## src/rtl/layer_mem_arbiter.sv

```systemverilog
// layer_mem_arbiter: shares one single-port layer SRAM between two requesters.
//   Port 0 (convolution) and port 1 (pooling) each present req/we/addr/wdata and
//   receive a combinational gnt. The selected access is registered onto the SRAM
//   command bus (mem_ceb/mem_web/mem_A/mem_D) one cycle after the grant. Read data
//   comes back from mem_Q two cycles after the grant on the issuing port only,
//   qualified by rvalid.
//   Arbitration is round-robin with a bounded burst: an owner keeps the memory
//   for at most MAX_BURST consecutive grants while the other port is waiting.
// Ports:
//   clk, rst                  clock, synchronous active-high reset
//   rN_req/we/addr/wdata      requester N access (held until granted)
//   rN_gnt                    requester N access accepted this cycle
//   rN_rvalid/rdata           requester N read return
//   mem_ceb/web/A/D, mem_Q    SRAM command (ceb active-high, web active-low) and data
module layer_mem_arbiter #(
  parameter int unsigned AW        = 12,
  parameter int unsigned DW        = 16,
  parameter int unsigned MAX_BURST = 4
) (
  input  logic          clk,
  input  logic          rst,
  input  logic          r0_req,
  input  logic          r0_we,
  input  logic [AW-1:0] r0_addr,
  input  logic [DW-1:0] r0_wdata,
  output logic          r0_gnt,
  output logic          r0_rvalid,
  output logic [DW-1:0] r0_rdata,
  input  logic          r1_req,
  input  logic          r1_we,
  input  logic [AW-1:0] r1_addr,
  input  logic [DW-1:0] r1_wdata,
  output logic          r1_gnt,
  output logic          r1_rvalid,
  output logic [DW-1:0] r1_rdata,
  output logic          mem_ceb,
  output logic          mem_web,
  output logic [AW-1:0] mem_A,
  output logic [DW-1:0] mem_D,
  input  logic [DW-1:0] mem_Q
);

  localparam logic [3:0] MaxBurst = 4'(MAX_BURST);

  logic          owner_q, owner_d;
  logic [3:0]    burst_q, burst_d;

  logic          ceb_q, ceb_d;
  logic          web_q, web_d;
  logic [AW-1:0] addr_q, addr_d;
  logic [DW-1:0] wdata_q, wdata_d;

  // Read return pipeline: stage 1 tracks the cycle the SRAM command is issued,
  // stage 2 is the cycle mem_Q carries the data.
  logic          rd_vld_q, rd_vld_d;
  logic          rd_port_q, rd_port_d;
  logic          rv0_q, rv0_d;
  logic          rv1_q, rv1_d;

  logic          gnt0, gnt1, gnt_any, sel_port;
  logic          sel_we;
  logic [AW-1:0] sel_addr;
  logic [DW-1:0] sel_wdata;

  // Grant decode. Reset suppresses grants so nothing is accepted while held.
  always_comb begin
    gnt0     = 1'b0;
    gnt1     = 1'b0;
    sel_port = 1'b0;
    if (!rst) begin
      if (r0_req && r1_req) begin
        // Owner keeps the memory until its burst allowance is used up.
        sel_port = (burst_q < MaxBurst) ? owner_q : ~owner_q;
        gnt0     = ~sel_port;
        gnt1     = sel_port;
      end else begin
        gnt0 = r0_req;
        gnt1 = r1_req;
      end
    end
  end

  assign gnt_any   = gnt0 | gnt1;
  assign sel_we    = gnt1 ? r1_we    : r0_we;
  assign sel_addr  = gnt1 ? r1_addr  : r0_addr;
  assign sel_wdata = gnt1 ? r1_wdata : r0_wdata;

  always_comb begin
    owner_d = owner_q;
    burst_d = burst_q;
    if (gnt_any) begin
      if (gnt1 == owner_q) begin
        burst_d = (burst_q >= MaxBurst) ? MaxBurst : burst_q + 4'd1;
      end else begin
        owner_d = gnt1;
        burst_d = 4'd1;
      end
    end
  end

  always_comb begin
    ceb_d     = gnt_any;
    web_d     = gnt_any ? ~sel_we : 1'b1;
    addr_d    = gnt_any ? sel_addr : addr_q;
    wdata_d   = gnt_any ? sel_wdata : wdata_q;
    rd_vld_d  = gnt_any & ~sel_we;
    rd_port_d = gnt1;
    rv0_d     = rd_vld_q & ~rd_port_q;
    rv1_d     = rd_vld_q & rd_port_q;
  end

  always_ff @(posedge clk) begin
    if (rst) begin
      owner_q   <= 1'b0;
      burst_q   <= 4'd0;
      ceb_q     <= 1'b0;
      web_q     <= 1'b1;
      addr_q    <= '0;
      wdata_q   <= '0;
      rd_vld_q  <= 1'b0;
      rd_port_q <= 1'b0;
      rv0_q     <= 1'b0;
      rv1_q     <= 1'b0;
    end else begin
      owner_q   <= owner_d;
      burst_q   <= burst_d;
      ceb_q     <= ceb_d;
      web_q     <= web_d;
      addr_q    <= addr_d;
      wdata_q   <= wdata_d;
      rd_vld_q  <= rd_vld_d;
      rd_port_q <= rd_port_d;
      rv0_q     <= rv0_d;
      rv1_q     <= rv1_d;
    end
  end

  assign r0_gnt    = gnt0;
  assign r1_gnt    = gnt1;
  assign r0_rvalid = rv0_q;
  assign r1_rvalid = rv1_q;
  // rdata is zeroed outside its valid cycle so idle outputs stay quiet.
  assign r0_rdata  = rv0_q ? mem_Q : '0;
  assign r1_rdata  = rv1_q ? mem_Q : '0;
  assign mem_ceb   = ceb_q;
  assign mem_web   = web_q;
  assign mem_A     = addr_q;
  assign mem_D     = wdata_q;

endmodule
```

## config.mk

```make
export PLATFORM = sky130hd
export DESIGN_NAME = layer_mem_arbiter
export DESIGN_NICKNAME = d
export VERILOG_FILES = /design/src/rtl/layer_mem_arbiter.sv
export SDC_FILE = /design/constraint.sdc
export NUM_CORES = 1
export LEC_CHECK = 0
export CAP_MARGIN = 10
export CELL_PAD_IN_SITES_DETAIL_PLACEMENT = 2
export CELL_PAD_IN_SITES_GLOBAL_PLACEMENT = 2
export CORE_MARGIN = 4
export CORE_UTILIZATION = 17
export DETAILED_ROUTE_END_ITERATION = 8
export PLACE_DENSITY_LB_ADDON = 0.1
export SLEW_MARGIN = 25
export SYNTH_ARGS = -nofsm -noshare
export SYNTH_HDL_FRONTEND = slang
export SYNTH_SLANG_ARGS = --single-unit
```

## constraint.sdc

```tcl
create_clock -name clk -period 2.6 [get_ports clk]
set_input_delay 0.78 -clock clk [delete_from_list [all_inputs] [get_ports clk]]
set_output_delay 0.78 -clock clk [all_outputs]
set_load 0.02 [all_outputs]
```

==> results of run 1 <==
## cells in the mapped netlist, types with 2 or more instances
library cell | instances | area share
buf_6 | 2 | 0.012
nor3b_1 | 2 | 0.0077
nand2_1 | 57 | 0.11
dfxtp_1 | 39 | 0.40
and2_1 | 33 | 0.11
buf_1 | 2 | 0.0039
o21ai_0 | 2 | 0.0052
nor2_1 | 34 | 0.066
clkbuf_1 | 10 | 0.019
a311oi_2 | 8 | 0.062
buf_2 | 3 | 0.0077
inv_1 | 4 | 0.0077
a311oi_1 | 20 | 0.090
mux2i_1 | 2 | 0.010
## metrics by stage
| stage | util | TNS (ns) | total power [mW] | hold slack [ns] |
|---|---|---|---|---|
| 6_report | 0.334 | 0 | 1.74 | 0.400 |
| 5_1_grt | 0.334 | 0 | 1.84 | 0.424 |
| 4_1_cts | 0.334 | 0 | 1.78 | 0.398 |
| 3_5_place_dp | 0.322 | -8.79 | 1.14 | 0.407 |
| 3_3_place_gp | 0.322 | -6.62 | 1.13 | 0.399 |
| 2_1_floorplan | - | 0 | 0.871 | 0.389 |
## critical path, stage by stage
cell	delay (ns)
dlygate4sd2_1	0.21
or4b_4	0.48
nand3_4	0.12
inv_4	0.05
buf_6	0.12
## what timing repair did
| item | 4_1_cts | 5_1_grt |
|---|---|---|
| gates resized for setup | 48 | 1 |
| buffers inserted | 0 | 0 |
| cloned | 0 | 0 |
| endpoints found under the setup margin | 34 | 1 |
## logic make-up (layout without fill, tap and decap cells)
family          Yosys count  after routing  share of synthesized area
compound gates           38             38                      0.191
fa+ha+maj                 1              1                    0.00646
buf+inv                  23            165                     0.0620
xor+xnor                  1              1                    0.00452
simple gates            134            134                      0.322
mux                       2              2                     0.0103
flops                    39             39                      0.403
## metal layers
metal  wire length (microns)  vias up  share of wire  track usage
met5                       0        -              0            0
met4                      61        0         0.0074       0.0266
met3                     632        4          0.076       0.0353
met2                    3820       94           0.46        0.208
met1                    3760     1029           0.45        0.152
li1                        -     1094              -            -
## worst max path at each step
| stage | end | depth (start not counted) | start | slack (ns) |
|---|---|---|---|---|
| after global routing | r1_gnt | 5 | r1_req | 0.02 |
| after CTS | r1_gnt | 5 | r1_req | 0.02 |
| after global placement | r1_gnt | 5 | r0_req | -0.63 |
| after floorplan | r1_gnt | 4 | r0_req | 0.25 |
| final | r1_gnt | 5 | r0_req | 0.06 |
| after detailed placement | r1_gnt | 5 | r0_req | -0.64 |
## flip-flops by register name, indices dropped and copies added (netlist names)
register	count
mem_ceb	1
owner_q	1
mem_web	1
mem_D	16
burst_q	4
mem_A	12
r0_rvalid	1
r1_rvalid	1
rd_port_q	1
rd_vld_q	1
## layout make-up
type / count / area share
tap: 140 / 0.0477
timing repair buffer: 153 / 0.404
multi-input combinational: 176 / 0.290
clock buffer: 7 / 0.0389
inverter: 4 / 0.00477
sequential: 39 / 0.213
clock inverter: 1 / 0.00239
## placed cells by master (no fill, tap or decap), types with 2 or more instances in the layout
cell               n
buf_2              2
inv_1              3
dlygate4sd2_1     33
clkbuf_16          5
nor3b_1            2
nand2_1           57
dfxtp_1           39
a311oi_1          20
clkdlybuf4s50_1  107
a311oi_2           8
o21ai_0            2
buf_4              8
mux2i_1            2
and2_1            33
nor2_1            33
buf_12             2
## power by group
part	internal, mW	total [mW]	switching (mW)
sequential	0.642	0.667	0.0249
combinational	0.241	0.446	0.205
clock	0.384	0.625	0.241
total	1.27	1.74	0.470
==> run metrics, run 1 <==
f_max 394 MHz; Final Cell Area 0.00367 sq mm; Final Wtd Congestion between 0.7 and 0.8; Cell Area, Synth 0.00194 sq mm; RR Endpoint mem_A[9]; status complete, no violations; wire per inst 15.9 microns; Reg clk slew, reported paths approximately 0.06 ns; PnR worst setup slack between 0.06 and 0.07 ns; cts bufs inserted 5; Final Cycle Share 0.975; #FFs+latches synth 39; # H-tree levels 2; CORE AREA between 0.01 and 0.015 sq mm; Initial Util 0.176; HP Start rd_port_q; Worst Path Arrival 1.76 ns; CTS Buffer Depth 2; maximum vdd drop 0.246 mV; FFs w/ async S/R, synth 0; Nets 458; ys flop type dfxtp_1; Worst Hold Path EP r0_rvalid; EDFF count, synth 0; GR Util All Layers 0.122; Yosys Warn Count 0; Worst Path Max Fanout 2; Worst-Margin Slew between 0.4 and 0.5 ns; DPL Wire Length 6.29 mm; register area between 700 and 800 sq um; Non-Filler Instances 520; Die Area 0.0132 sq mm; CP endpoint kind primary output; IO Count 144; initial antenna violation count 0; Place WS -0.644 ns; Max-Cap Viols 0; # DRC 0; LEAKAGE 1.56 nW; Final Skew 0.00908 ns; largest net degree at the start of global routing 33; die width 115 microns; Final setup viols 0; CTS tree built; first-pass GRT wire length 12.8 mm; Mean Syn Cell Area 8.14 sq um; gr ovfl total 0; sequential fraction of the synthesis area 0.403; total wire length 8.28 mm; n_diodes 0; area delta synth->final 89.4%; Multi-input gate area 0.00106 sq mm; Worst R2R Start burst_q[3]; Slew Limit Fails 0; cts hold-fix bufs 0; cell area after placement around 0.0035 sq mm; layout cell share with drive strength beyond 1 0.0895; worst skew pair latency 0.28 ns; RSZ-0062 raised after global routing false; critical path class in2out; vias in the first global route 2,459; Final Hold Vio Count 0; Reg2Reg Depth 5; vias post-DR 2,221; Placed Cells about 500; Hold Path Stages 1; Chip Height approximately 110 microns; crit path launch type input pin; drt first pass iters 4; min Tclk post-route roughly 2.5 ns; worst relative slew slack 0.686; worst min-delay path class reg2reg; number of port buffers 143; Iteration-0 DRC Markers 71; reg-to-reg slack, setup 0.73 ns; site row count 38; synth unique cells 34; WP data required around 1.8 ns; FILL cells 1,273; antenna-violating nets left 0; syn_nets 317; CTS Root Cell clkbuf_16; cells after synthesis 238; drt via density 4.27; Power per Cell Area 474 mW/mm^2; CTS sink cnt 39
No activity file was read; power rests on OpenSTA's default activity.
==> run 2: changes to the inputs <==
- ABC_AREA: unset -> 1
==> run metrics, run 2 <==
status complete, no violations (unchanged); worst min-delay path class reg2reg (unchanged); Worst Path Arrival 1.72 ns (was 1.76 ns); Reg clk slew, reported paths 0.06 ns (about the same); min Tclk post-route 2.50 ns (was 2.54 ns); layout cell share with drive strength beyond 1 0.0849 (was 0.0895); #FFs+latches synth 39 (unchanged); vias in the first global route 2,940 (was 2,459); drt via density 4.01 (was 4.27); number of port buffers 143 (unchanged); EDFF count, synth 0 (unchanged); maximum vdd drop 0.192 mV (was 0.246 mV); commonest non-fill, non-tap cell in the layout clkdlybuf4s50_1 (unchanged); IO Count 144 (unchanged); wire per inst 13.4 microns (was 15.9 microns); site row count 41 (was 38); Die Area 0.0153 sq mm (was 0.0132 sq mm); CTS Buffer Depth 2 (unchanged); die width 124 microns (was 115 microns); vias post-DR 2,769 (was 2,221); Max-Cap Viols 0 (unchanged); antenna-violating nets left 0 (unchanged); sequential fraction of the synthesis area 0.344 (was 0.403); cells after synthesis 375 (was 238); Power Total 1.80 mW (was 1.74 mW); Final setup viols 0 (unchanged); CTS sink cnt 39 (unchanged); Final Skew 0.00347 ns (was 0.00908 ns); total wire length 9.23 mm (was 8.28 mm); HP Start rd_port_q (unchanged); CTS Root Cell clkbuf_16 (unchanged); Final Cycle Share 0.962 (was 0.975); Nets 597 (was 458); # DRC 0 (unchanged); FFs w/ async S/R, synth 0 (unchanged); FILL cells 1,585 (was 1,273); DPL Wire Length 7.12 mm (was 6.29 mm); commonest cells after routing, fill and taps aside clkdlybuf4s50_1 (106), nand2_1 (96), inv_1 (67), nor2_1 (64), nand3_1 (58) (was clkdlybuf4s50_1 (107), nand2_1 (57), dfxtp_1 (39)); CP startpoint mem_Q[8] (was r0_req); Commonest cells post-synth nand2_1 (97), inv_1 (68), nor2_1 (64) (was nand2_1 (57), dfxtp_1 (39), nor2_1 (34)); f_max 400 MHz (was 394 MHz); crit path launch type input pin (unchanged); ys flop type dfxtp_1 (unchanged); max reg flops 16 (unchanged); WP data required 1.82 ns (about the same); initial antenna violation count 1 (was 0); Mean Syn Cell Area 6.06 sq um (was 8.14 sq um); Yosys top cell area share 0.344 (was 0.403); Iteration-0 DRC Markers 58 (was 71); area delta synth->final 76.4% (was 89.4%); first-pass GRT wire length 14.4 mm (was 12.8 mm); critical path's slowest cell clkdlybuf4s50_1 (was or4b_4); Initial Util 0.176 (about the same); Final Hold Vio Count 0 (unchanged); RR Endpoint burst_q[1] (was mem_A[9]); gr ovfl total 0 (unchanged); CTS tree built (unchanged); area leader, netlist dfxtp_1 (unchanged); cts bufs inserted 5 (unchanged); Chip Height 124 microns (was 115 microns); setup TNS 0 ns (unchanged); Worst-Margin Slew 0.406 ns (was 0.471 ns); drt first pass iters 4 (unchanged); top area cells in the synthesized netlist dfxtp_1 (34%), nand2_1 (16%), nand3_1 (13%), inv_1 (11%), nor2_1 (11%) (was dfxtp_1 (40%), nand2_1 (11%), and2_1 (11%), a311oi_1 (9.0%), nor2_1 (6.6%)); Slew Limit Fails 0 (unchanged); critical path class in2out (unchanged); Power per Cell Area 449 mW/mm^2 (was 474 mW/mm^2); LEAKAGE 2.24 nW (was 1.56 nW); syn_nets 454 (was 317); Cell Area, Synth 0.00227 sq mm (was 0.00194 sq mm); CP endpoint kind primary output (unchanged); Yosys Warn Count 0 (unchanged); Worst Path Max Fanout 2 (unchanged); RSZ-0062 raised after global routing false (unchanged); GR Util All Layers 0.119 (was 0.122); Final Wtd Congestion 0.682 (was 0.721); worst skew pair latency 0.28 ns (about the same); CORE AREA 0.0129 sq mm (was 0.0110 sq mm); top-count cell post-synth nand2_1 (unchanged); Cell Chain, Critical Path clkdlybuf4s50_1 > nand2_1 > inv_1 > dlygate4sd2_1 (was dlygate4sd2_1 > or4b_4 > nand3_4 > inv_4 > buf_6); Reg2Reg Depth 9 (was 5); Worst R2R Start burst_q[2] (was burst_q[3]); largest net degree at the start of global routing 41 (was 33); # H-tree levels 2 (unchanged); synth unique cells 25 (was 34); largest stage delay on the critical path 0.48 ns (about the same); Final Core Density 0.311 (was 0.334); reg-to-reg slack, setup 1.03 ns (was 0.73 ns); Setup crit end r1_rdata[8] (was r1_gnt); worst relative slew slack 0.729 (was 0.686)
## run 2: worst min path at each step
stage | end | slack [ns] | cells past startpoint
3_3_place_gp | r0_rvalid | 0.40 | 1
6_report | r0_rvalid | 0.41 | 1
5_1_grt | r0_rvalid | 0.44 | 1
2_1_floorplan | r0_rvalid | 0.39 | 1
3_5_place_dp | r0_rvalid | 0.41 | 1
4_1_cts | r0_rvalid | 0.42 | 1
## run 2: worst max-delay path, delay by kind of cell
kind                   cells  cell delay (ns)
buffers and inverters      3             0.88
and+or+nand+nor            1             0.06
## run 2: through the flow
| stage | cell area (sq um) | hold WS (ns) | instances | setup WS [ns] |
|---|---|---|---|---|
| 5_1_grt | 4010 | 0.438 | 691 | 0.0417 |
| 2_1_floorplan | 2270 | 0.390 | 375 | 0.418 |
| 4_1_cts | 3990 | 0.418 | 689 | 0.00281 |
| 6_report | 4010 | 0.412 | 691 | 0.0981 |
| 3_5_place_dp | 3890 | 0.409 | 682 | -0.541 |
| 3_3_place_gp | 3890 | 0.399 | 682 | -0.519 |
## run 2: logic make-up after synthesis
group / synth area share
simple gates: 0.428
buf+inv: 0.198
flops: 0.344
compound gates: 0.0248
fa+ha+maj: 0.00551
## run 2: metal layers
layer,track usage,vias to the layer above,routed length (microns)
met4,0.0332,0,88
li1,-,1389,-
met2,0.204,86,4480
met5,0,-,0
met3,0.0345,5,627
met1,0.145,1289,4040
## run 2: what timing repair did
item                                    4_1_cts  5_1_grt
endpoints found under the setup margin       34        2
gates resized for setup                      46        2
buffers inserted                              0        1
hold buffers                                  0        0
pin swaps                                     0        2
## run 2: power by group
| part | internal [mW] | total, mW | switching, mW |
|---|---|---|---|
| Clock | 0.375 | 0.614 | 0.240 |
| Sequential | 0.643 | 0.668 | 0.0249 |
| Combinational | 0.261 | 0.517 | 0.256 |
| Total | 1.28 | 1.80 | 0.521 |
## run 2: area by class of cell
cell class	count	area [sq um]	area share
antenna	1	2.50	0.000624
clock buffer	6	139	0.0347
clock inverter	1	5.00	0.00125
inverter	74	282	0.0702
multi-input combinational	238	1040	0.261
sequential	39	781	0.195
tap	172	215	0.0537
timing repair buffer	160	1540	0.384
==> run 3: changes to the inputs <==
- GPL_TIMING_DRIVEN: unset -> 1
==> results of run 3 <==
Same layout as run 2: the final DEF is identical, and so are final timing and power.
